--- src/rtl/fp_div_seq.sv ---
// fp_div_seq: sequential single-precision style floating-point divider, quotient = a / b.
// Restoring radix-2 mantissa division producing one quotient bit per clock.
// Number model: hidden bit always 1, no denormal/NaN/Inf inputs, truncating rounding,
// exponent arithmetic wraps modulo 2^EXP_W with no over/underflow flags.
//
// Ports:
//   clk        rising-edge clock
//   rst_n      asynchronous active-low reset
//   in_valid   operands valid
//   in_ready   divider idle and able to accept operands
//   a, b       dividend / divisor {sign, exp, man}
//   out_valid  quotient valid
//   out_ready  consumer accepts quotient
//   quotient   result {sign, exp, man}
//   div_zero   divisor magnitude was zero; qualified by out_valid
module fp_div_seq #(
    parameter int unsigned EXP_W = 8,
    parameter int unsigned MAN_W = 23,
    parameter int unsigned BIAS  = 127
) (
    input  logic                   clk,
    input  logic                   rst_n,
    input  logic                   in_valid,
    output logic                   in_ready,
    input  logic [EXP_W+MAN_W:0]   a,
    input  logic [EXP_W+MAN_W:0]   b,
    output logic                   out_valid,
    input  logic                   out_ready,
    output logic [EXP_W+MAN_W:0]   quotient,
    output logic                   div_zero
);

    localparam int unsigned QW = MAN_W + 2;          // quotient / remainder width
    localparam int unsigned CW = $clog2(MAN_W + 2);  // iteration counter width
    localparam logic [EXP_W-1:0] BiasW = EXP_W'(BIAS);
    localparam logic [CW-1:0]    CntInit = CW'(MAN_W + 1);

    typedef enum logic [1:0] {StIdle, StDiv, StNorm, StDone} state_e;

    state_e                 state_q, state_d;
    logic                   sq_q, sq_d;
    logic [EXP_W-1:0]       ea_q, ea_d;
    logic [EXP_W-1:0]       eb_q, eb_d;
    logic [MAN_W:0]         mb_q, mb_d;
    logic [QW-1:0]          rem_q, rem_d;
    logic [QW-1:0]          q_q, q_d;
    logic [CW-1:0]          cnt_q, cnt_d;
    logic [EXP_W+MAN_W:0]   quot_q, quot_d;
    logic                   dz_q, dz_d;

    logic                   rem_ge;
    logic [QW-1:0]          rem_sub;
    logic [EXP_W-1:0]       exp_base;
    logic [EXP_W-1:0]       exp_norm;
    logic [MAN_W-1:0]       man_norm;

    // Remainder stays below 2*mb, so QW bits hold it and the divisor zero-extends by one bit.
    assign rem_ge   = rem_q >= {1'b0, mb_q};
    assign rem_sub  = rem_q - {1'b0, mb_q};
    assign exp_base = ea_q - eb_q + BiasW;

    // Quotient MSB has weight 2^0: if clear, the result lies in [0.5,1) and needs one shift.
    always_comb begin
        if (q_q[QW-1]) begin
            man_norm = q_q[MAN_W:1];
            exp_norm = exp_base;
        end else begin
            man_norm = q_q[MAN_W-1:0];
            exp_norm = exp_base - EXP_W'(1);
        end
    end

    always_comb begin
        state_d = state_q;
        sq_d    = sq_q;
        ea_d    = ea_q;
        eb_d    = eb_q;
        mb_d    = mb_q;
        rem_d   = rem_q;
        q_d     = q_q;
        cnt_d   = cnt_q;
        quot_d  = quot_q;
        dz_d    = dz_q;

        unique case (state_q)
            StIdle: begin
                if (in_valid) begin
                    sq_d  = a[EXP_W+MAN_W] ^ b[EXP_W+MAN_W];
                    ea_d  = a[EXP_W+MAN_W-1:MAN_W];
                    eb_d  = b[EXP_W+MAN_W-1:MAN_W];
                    mb_d  = {1'b1, b[MAN_W-1:0]};
                    rem_d = {2'b01, a[MAN_W-1:0]};
                    q_d   = '0;
                    cnt_d = CntInit;
                    if (b[EXP_W+MAN_W-1:0] == '0) begin
                        quot_d  = {a[EXP_W+MAN_W] ^ b[EXP_W+MAN_W], {EXP_W{1'b1}}, {MAN_W{1'b0}}};
                        dz_d    = 1'b1;
                        state_d = StDone;
                    end else if (a[EXP_W+MAN_W-1:0] == '0) begin
                        quot_d  = {a[EXP_W+MAN_W] ^ b[EXP_W+MAN_W], {(EXP_W+MAN_W){1'b0}}};
                        dz_d    = 1'b0;
                        state_d = StDone;
                    end else begin
                        state_d = StDiv;
                    end
                end
            end
            StDiv: begin
                q_d = {q_q[QW-2:0], rem_ge};
                if (rem_ge) begin
                    rem_d = {rem_sub[QW-2:0], 1'b0};
                end else begin
                    rem_d = {rem_q[QW-2:0], 1'b0};
                end
                if (cnt_q == '0) begin
                    state_d = StNorm;
                end else begin
                    cnt_d = cnt_q - CW'(1);
                end
            end
            StNorm: begin
                quot_d  = {sq_q, exp_norm, man_norm};
                dz_d    = 1'b0;
                state_d = StDone;
            end
            StDone: begin
                if (out_ready) begin
                    state_d = StIdle;
                end
            end
            default: state_d = StIdle;
        endcase
    end

    always_ff @(posedge clk or negedge rst_n) begin
        if (!rst_n) begin
            state_q <= StIdle;
            sq_q    <= 1'b0;
            ea_q    <= '0;
            eb_q    <= '0;
            mb_q    <= '0;
            rem_q   <= '0;
            q_q     <= '0;
            cnt_q   <= '0;
            quot_q  <= '0;
            dz_q    <= 1'b0;
        end else begin
            state_q <= state_d;
            sq_q    <= sq_d;
            ea_q    <= ea_d;
            eb_q    <= eb_d;
            mb_q    <= mb_d;
            rem_q   <= rem_d;
            q_q     <= q_d;
            cnt_q   <= cnt_d;
            quot_q  <= quot_d;
            dz_q    <= dz_d;
        end
    end

    assign in_ready  = (state_q == StIdle);
    assign out_valid = (state_q == StDone);
    assign quotient  = quot_q;
    assign div_zero  = dz_q;

endmodule

--- config.mk ---
export PLATFORM = sky130hd
export DESIGN_NAME = fp_div_seq
export DESIGN_NICKNAME = d
export VERILOG_FILES = /design/src/rtl/fp_div_seq.sv
export SDC_FILE = /design/constraint.sdc
export NUM_CORES = 1
export LEC_CHECK = 0
export ABC_AREA = 1
export CORE_MARGIN = 10
export CORE_UTILIZATION = 58
export CTS_BUF_LIST = sky130_fd_sc_hd__clkbuf_8
export DETAILED_ROUTE_END_ITERATION = 8
export HOLD_SLACK_MARGIN = 0.08
export PLACE_DENSITY_LB_ADDON = 0.3
export SYNTH_ARGS = -nofsm -noshare
export SYNTH_HDL_FRONTEND = slang
export SYNTH_SLANG_ARGS = --single-unit
--- constraint.sdc ---
create_clock -name clk -period 2.54 [get_ports clk]
set_input_delay 0.254 -clock clk [delete_from_list [all_inputs] [get_ports clk]]
set_output_delay 0.254 -clock clk [all_outputs]
set_load 0.01 [all_outputs]
==> run_results.csv, run 1 <==
group,metric,value,unit
timing,final-setup-viol-count,0,
global_routing,grt_pass1_wl,37.00,mm
synthesis,synth.distinct_cells,39,
run,max_cap_viol_count,0,
power,vdd_ir_drop_max,680.4,uV
clocking,cts_buffer_depth,2,
clocking,clk_latency,0.47,ns
synthesis,syn_avg_cell_area,7.132,sq um
clocking,clockRootBuffer,"clkbuf_8",
clocking,h-tree-depth,4,
route,wl,21.79,mm
timing,worst_pin_slew,0.6263,ns
route,drt_first_pass_iters,5,
synthesis,synthCells,1184,
floorplan,die_area,0.01979,sq mm
place,dp_cells,1448,
synthesis,synth_flop_cell,"dfrtp_1",
setup_path,crit_required,2.90,ns
timing,hold_violations,0,
floorplan,die_width,140.7,um
route,viasPerCell,5.367,
timing,finClkSkew,0.01470,ns
power,leakage,5.165,nW
floorplan,initial_core_util,58.54,%
route,drcViolationCount,0,
place,detailedPlace.worstSlack,0.1167,ns
timing,finalSetupTns,0,ns
global_routing,grt_max_degree,68,
min_path,hold_class,"in2async",
clocking,cts_sinks,131,
setup_path,rr_startpoint,"ea_q[1]$_DFFE_PN0P_",
route,vias,7949,
run_status,status,"completed",
layout,n_fill_cell,1236,
layout,final_cell_mix,"nand2_1 (316), inv_1 (198), dfrtp_1 (131)",
floorplan,coreArea,0.01442,sq mm
setup_path,critPathLaunchType,"flip-flop",
setup_path,r2r-end,"quotient[30]$_DFFE_PN0P_",
global_routing,first_global_vias,7837,
timing,fmax,426.4,MHz
power,power.total,14.92,mW
global_routing,antenna_found_initial,0,
timing,fin_crit,2.345,ns
place,dp_hpwl,16.22,mm
timing,slew_headroom,58.25,%
clocking,cts-buffers-inserted,17,
route,antenna_left,0,
synthesis,synthArstFlopShare,100.0,%
floorplan,rows,44,
setup_path,critPathArrivalTime,2.70,ns
synthesis,synth_seq_cells,131,
layout,final_nets,1398,
floorplan,chipHeight,140.7,um
layout,layout.cells.non_filler,1481,
layout,drive_gt1_share,7.247,%
layout,diodes,0,
layout,final_common_cell,"nand2_1",
timing,fin_ws,0.1950,ns
synthesis,ys_seq_area_share,38.82,%
setup_path,r2r_cells,12,
synthesis,synth_edf_count,0,
timing,drv_slew,0,
route,drt-initial-drc-count,559,
clocking,cts_tree,"yes",
layout,area_growth,19.10,%
setup_path,criticalPathCategory,"reg2reg",
place,gp_congestion,0.9577,
synthesis,syn_area,0.008444,sq mm
setup_path,cp_max_fo,3,
clocking,cts_setup_buffers,0,
global_routing,grt_usage,22.37,%
route,wire_per_inst,14.71,um
floorplan,ios,103,
layout,multi_input_area,0.004193,sq mm
setup_path,r2r_slack,0.19,ns
power,cellPowerDensity,1484,mW/mm^2
layout,final-seq-area,0.003278,sq mm
layout,stdcell_area,0.01006,sq mm
clocking,cts.clk_slew.worst_paths,0.09,ns
synthesis,yosys_warnings,0,
place,portBuffers,102,
setup_path,endpoint_kind,"flip-flop",
synthesis,synth_nets,1298,
place,place_area,0.009658,sq mm
timing,timing.final.crit_share,92.32,%
global_routing,grt-ovfl-total,0,
setup_path,crit_start,"ea_q[1]$_DFFE_PN0P_",
-- cells in the mapped netlist, drive strengths merged (4+ instances only) --
cell	number	area share, %
nand3	64	4.1
nor2	101	4.8
nand4	42	3.1
nor3	9	0.65
nand3b	5	0.49
o21ai	50	3.0
a21oi	98	6.0
clkbuf	22	0.98
ha	44	6.5
nor4	4	0.30
o22ai	25	1.9
nand2	325	15
inv	206	9.2
or2	8	0.59
xnor2	15	1.6
buf	19	1.6
dfrtp	131	39
xor2	6	0.62
-- power breakdown --
part           switching, mW  leakage (nW)  total (mW)  internal (mW)
Combinational           6.08          3.31        9.72           3.64
Sequential             0.536          1.67        3.51           2.98
Clock                  0.975         0.186        1.69          0.717
Total                   7.59          5.16        14.9           7.33
-- cell families (layout without fill, tap and decap cells) --
| group | Yosys count | count (layout) | synth area share [%] |
|---|---|---|---|
| compound gates | 181 | 181 | 11.54 |
| fa+ha+maj | 46 | 46 | 6.994 |
| buf+inv | 247 | 360 | 11.73 |
| simple gates | 558 | 558 | 28.73 |
| xor+xnor | 21 | 21 | 2.178 |
| flops | 131 | 131 | 38.82 |
-- timing repair --
| action | CTS | global route |
|---|---|---|
| hold buffers | 1 | 0 |
| endpoints found under the setup margin | 0 | 3 |
| hold endpoints to repair | 45 | 0 |
| gates resized for setup | 0 | 4 |
-- flip-flops by register name, summed over array words and instances, names as in the netlist, 2 cells and up --
| signal | flops |
|---|---|
| mb_q | 24 |
| cnt_q | 5 |
| rem_q | 25 |
| eb_q | 8 |
| ea_q | 8 |
| state_q | 2 |
| quotient | 32 |
| q_q | 25 |
-- how the worst max path moves through the flow --
stage,end,slack [ns],depth (start not counted)
4_1_cts,quotient[29]$_DFFE_PN0P_,0.11,9
6_report,quotient[30]$_DFFE_PN0P_,0.19,12
3_3_place_gp,quotient[29]$_DFFE_PN0P_,0.19,9
3_5_place_dp,quotient[29]$_DFFE_PN0P_,0.12,9
5_1_grt,quotient[30]$_DFFE_PN0P_,-0.01,14
2_1_floorplan,quotient[29]$_DFFE_PN0P_,0.25,9
-- metal layers --
metal  share of wire [%]  vias up  GRT usage (%)
met3                 5.0       34          4.333
met2                  51      203          38.60
met5                   0        -              0
met4                 2.1        0          8.533
li1                    -     3982              -
met1                  42     3730          26.92
-- metrics by stage --
stage | utilization, % | hold WS (ns)
3_5_place_dp | 66.96 | 0.2962
6_report | 69.73 | 0.3272
3_3_place_gp | 66.96 | 0.3013
2_1_floorplan | - | -0.04159
4_1_cts | 69.62 | 0.3307
5_1_grt | 69.73 | 0.3614
-- layout make-up --
cell class	instances	share of cell area, %
timing repair buffer	122	12.02
inverter	206	7.689
tap	184	2.289
multi-input combinational	806	41.69
clock buffer	17	2.326
sequential	131	32.60
clock inverter	15	1.393
-- worst max-delay path: stages, from the launching register on --
cell and delay (ns):
dfrtp_1 0.39, ha_1 0.31, ha_2 0.21, fa_1 0.42
xor2_1 0.21, nor2_1 0.16, inv_1 0.09, nor2_2 0.15
nand3_1 0.09, nand2_1 0.08, inv_1 0.04, nand2_1 0.05
nand2_1 0.05
Note: power is estimated with default switching activity, not from simulation.
==> run 2, diff against run 1 <==
--- a/config.mk
+++ b/config.mk
@@ -7,7 +7,7 @@
 export LEC_CHECK = 0
 export ABC_AREA = 1
 export CORE_MARGIN = 10
-export CORE_UTILIZATION = 58
+export CORE_UTILIZATION = 63
 export CTS_BUF_LIST = sky130_fd_sc_hd__clkbuf_8
 export DETAILED_ROUTE_END_ITERATION = 8
 export HOLD_SLACK_MARGIN = 0.08
==> constraint.sdc (replaced) <==
create_clock -name clk -period 2.8 [get_ports clk]
set_input_delay 0.28 -clock clk [delete_from_list [all_inputs] [get_ports clk]]
set_output_delay 0.28 -clock clk [all_outputs]
set_load 0.01 [all_outputs]
==> run 2 against run 1 <==
Net effect:
- combinational power fell by 9.6%
- clock-buffer cell count unchanged
- worst setup slack improved by 0.073 ns
- clock power increased by 5%
- maximum frequency down 7.4%
- total power down 7.6%
- sequential share of layout area grew 0.065 points
- final area fell by 0.20%
- wire length grew 2.7%
- global-route usage is 2.5 points higher
- largest cell class unchanged
==> run_results.csv, run 2 (synthesized netlist as in run 1, its figures left out) <==
group,metric,value,unit
run_status,status,"completed",
timing,fin_ws,0.2684,ns
timing,fmax,395.0,MHz
timing,rsz0062_at_grt,"no",
global_routing,grt_max_degree,68,
global_routing,grtUsageMet3,4.933,%
route,vias,8089,
timing,fin_crit,2.532,ns
timing,timing.final.crit_share,90.41,%
setup_path,crit_required,3.16,ns
power,leakage,5.166,nW
route,drcViolationCount,0,
place,dp_hpwl,16.11,mm
timing,finClkSkew,0.01321,ns
global_routing,grt_usage,24.83,%
place,detailedPlace.worstSlack,0.3320,ns
global_routing,grtUsageMet2,42.66,%
global_routing,grt-ovfl-total,0,
global_routing,grt_busiest_layer,"met2",
layout,fin_util,76.10,%
route,wire_per_inst,15.23,um
layout,final_nets,1395,
power,cellPowerDensity,1374,mW/mm^2
place,gp_congestion,0.9710,
layout,n_fill_cell,1001,
setup_path,cp_max_fo,6,
run,max_cap_viol_count,0,
floorplan,rows,42,
floorplan,die_area,0.01843,sq mm
clocking,cts_tree,"yes",
floorplan,initial_core_util,64.02,%
clocking,clk_latency,0.48,ns
floorplan,ios,103,
clocking,cts.clk_slew.worst_paths,0.08,ns
clocking,cts-buffers-inserted,17,
layout,stdcell_area,0.01004,sq mm
setup_path,critPathLaunchType,"flip-flop",
global_routing,use_met1,29.36,%
timing,worst_pin_slew,0.7293,ns
timing,drv_slew,0,
route,wl,22.39,mm
setup_path,criticalPathCategory,"reg2reg",
power,vdd_ir_drop_max,754.9,uV
timing,hold_violations,0,
layout,drive_gt1_share,6.646,%
route,drt_first_pass_iters,7,
route,antenna_left,0,
global_routing,antenna_found_initial,0,
layout,final_cell_mix,"nand2_1 (316), inv_1 (199), dfrtp_1 (131)",
layout,diodes,0,
layout,final_common_cell,"nand2_1",
route,viasPerCell,5.503,
layout,area_growth,18.86,%
place,portBuffers,102,
clocking,clockRootBuffer,"clkbuf_8",
place,place_area,0.009600,sq mm
floorplan,chipHeight,135.8,um
global_routing,grt_pass1_wl,37.07,mm
timing,final-setup-viol-count,0,
min_path,hold_class,"in2reg",
global_routing,first_global_vias,8017,
timing,slew_headroom,51.33,%
clocking,cts_sinks,131,
timing,finalSetupTns,0,ns
floorplan,die_width,135.8,um
setup_path,critPathArrivalTime,2.89,ns
floorplan,coreArea,0.01319,sq mm
clocking,cts_buffer_depth,2,
clocking,h-tree-depth,4,
setup_path,endpoint_kind,"flip-flop",
route,drt-initial-drc-count,678,
layout,largest_register_ffs,32,
==> run 2: changes by cell type in the layout (fill, tap and decap cells not counted), moves of 2 or more <==
cell / previous run / this run
buf_12: 3 / 1
nor2_1: 93 / 95
clkinv_4: 3 / 0
inv_6: 5 / 7
nor2_2: 6 / 4
bufinv_16: 0 / 3
==> run 2: worst max-delay path: stages (launching register included) <==
cell and delay (ns):
dfrtp_1 0.37, inv_1 0.08, ha_1 0.23, ha_1 0.38, a21oi_1 0.26, nand2_1 0.11, xnor2_1 0.35, a21oi_1 0.15
o21ai_0 0.26, nand2_1 0.08, nand2_1 0.09, nand2_1 0.06
==> run 2: repair_timing <==
item | 4_1_cts | 5_1_grt
setup buffers | 0 | 0
resized for setup | 0 | 0
endpoints found under the setup margin | 0 | 0
hold buffers | 1 | 0
endpoints found under the hold margin | 55 | 0
==> run 2: per-layer routing <==
metal | up-vias | wire length, um
met5 | - | 0
met4 | 0 | 675
met3 | 60 | 1400
met2 | 307 | 11170
met1 | 3748 | 9142
li1 | 3974 | -
==> run 2: final cells by class <==
| class | instances | area [sq um] | share of cell area (%) |
|---|---|---|---|
| Sequential cell | 131 | 3278 | 32.66 |
| Multi-Input combinational cell | 806 | 4178 | 41.62 |
| Inverter | 206 | 773.2 | 7.704 |
| Tap cell | 176 | 220.2 | 2.194 |
| Clock inverter | 15 | 192.7 | 1.920 |
| Timing Repair Buffer | 119 | 1161 | 11.57 |
| Clock buffer | 17 | 234.0 | 2.331 |
==> run 2: report_power, final <==
group	internal (mW)	leakage [nW]	switching, mW	total (mW)
registers	2.70	1.67	0.518	3.22
clock network	0.908	0.214	0.874	1.78
logic	3.24	3.28	5.55	8.79
total	6.85	5.17	6.94	13.8
==> run 2: path summary, 6_finish.rpt <==
check / end / from / depth (start not counted) / slack [ns]
max: quotient[28]$_DFFE_PN0P_ / eb_q[3]$_DFFE_PN0P_ / 11 / 0.27
min: ea_q[5]$_DFFE_PN0P_ / a[28] / 3 / 0.38
max reg2reg: quotient[28]$_DFFE_PN0P_ / eb_q[3]$_DFFE_PN0P_ / 11 / 0.27
min reg2reg: mb_q[23]$_DFFE_PN0P_ / mb_q[23]$_DFFE_PN0P_ / 2 / 0.48
max in group asynchronous: rem_q[12]$_DFFE_PN0P_ / rst_n / 3 / 1.53
min in group asynchronous: eb_q[6]$_DFFE_PN0P_ / rst_n / 2 / 0.40
==> run 2: per-stage QoR <==
step                power (mW)  hold WS [ns]  instances
floorplan                9.745      -0.01559       1184
global placement         11.55        0.3657       1437
detailed placement       11.80        0.3732       1437
CTS                      13.70        0.3603       1470
global route             15.10        0.3828       1470
finish                   13.80        0.3782       1470
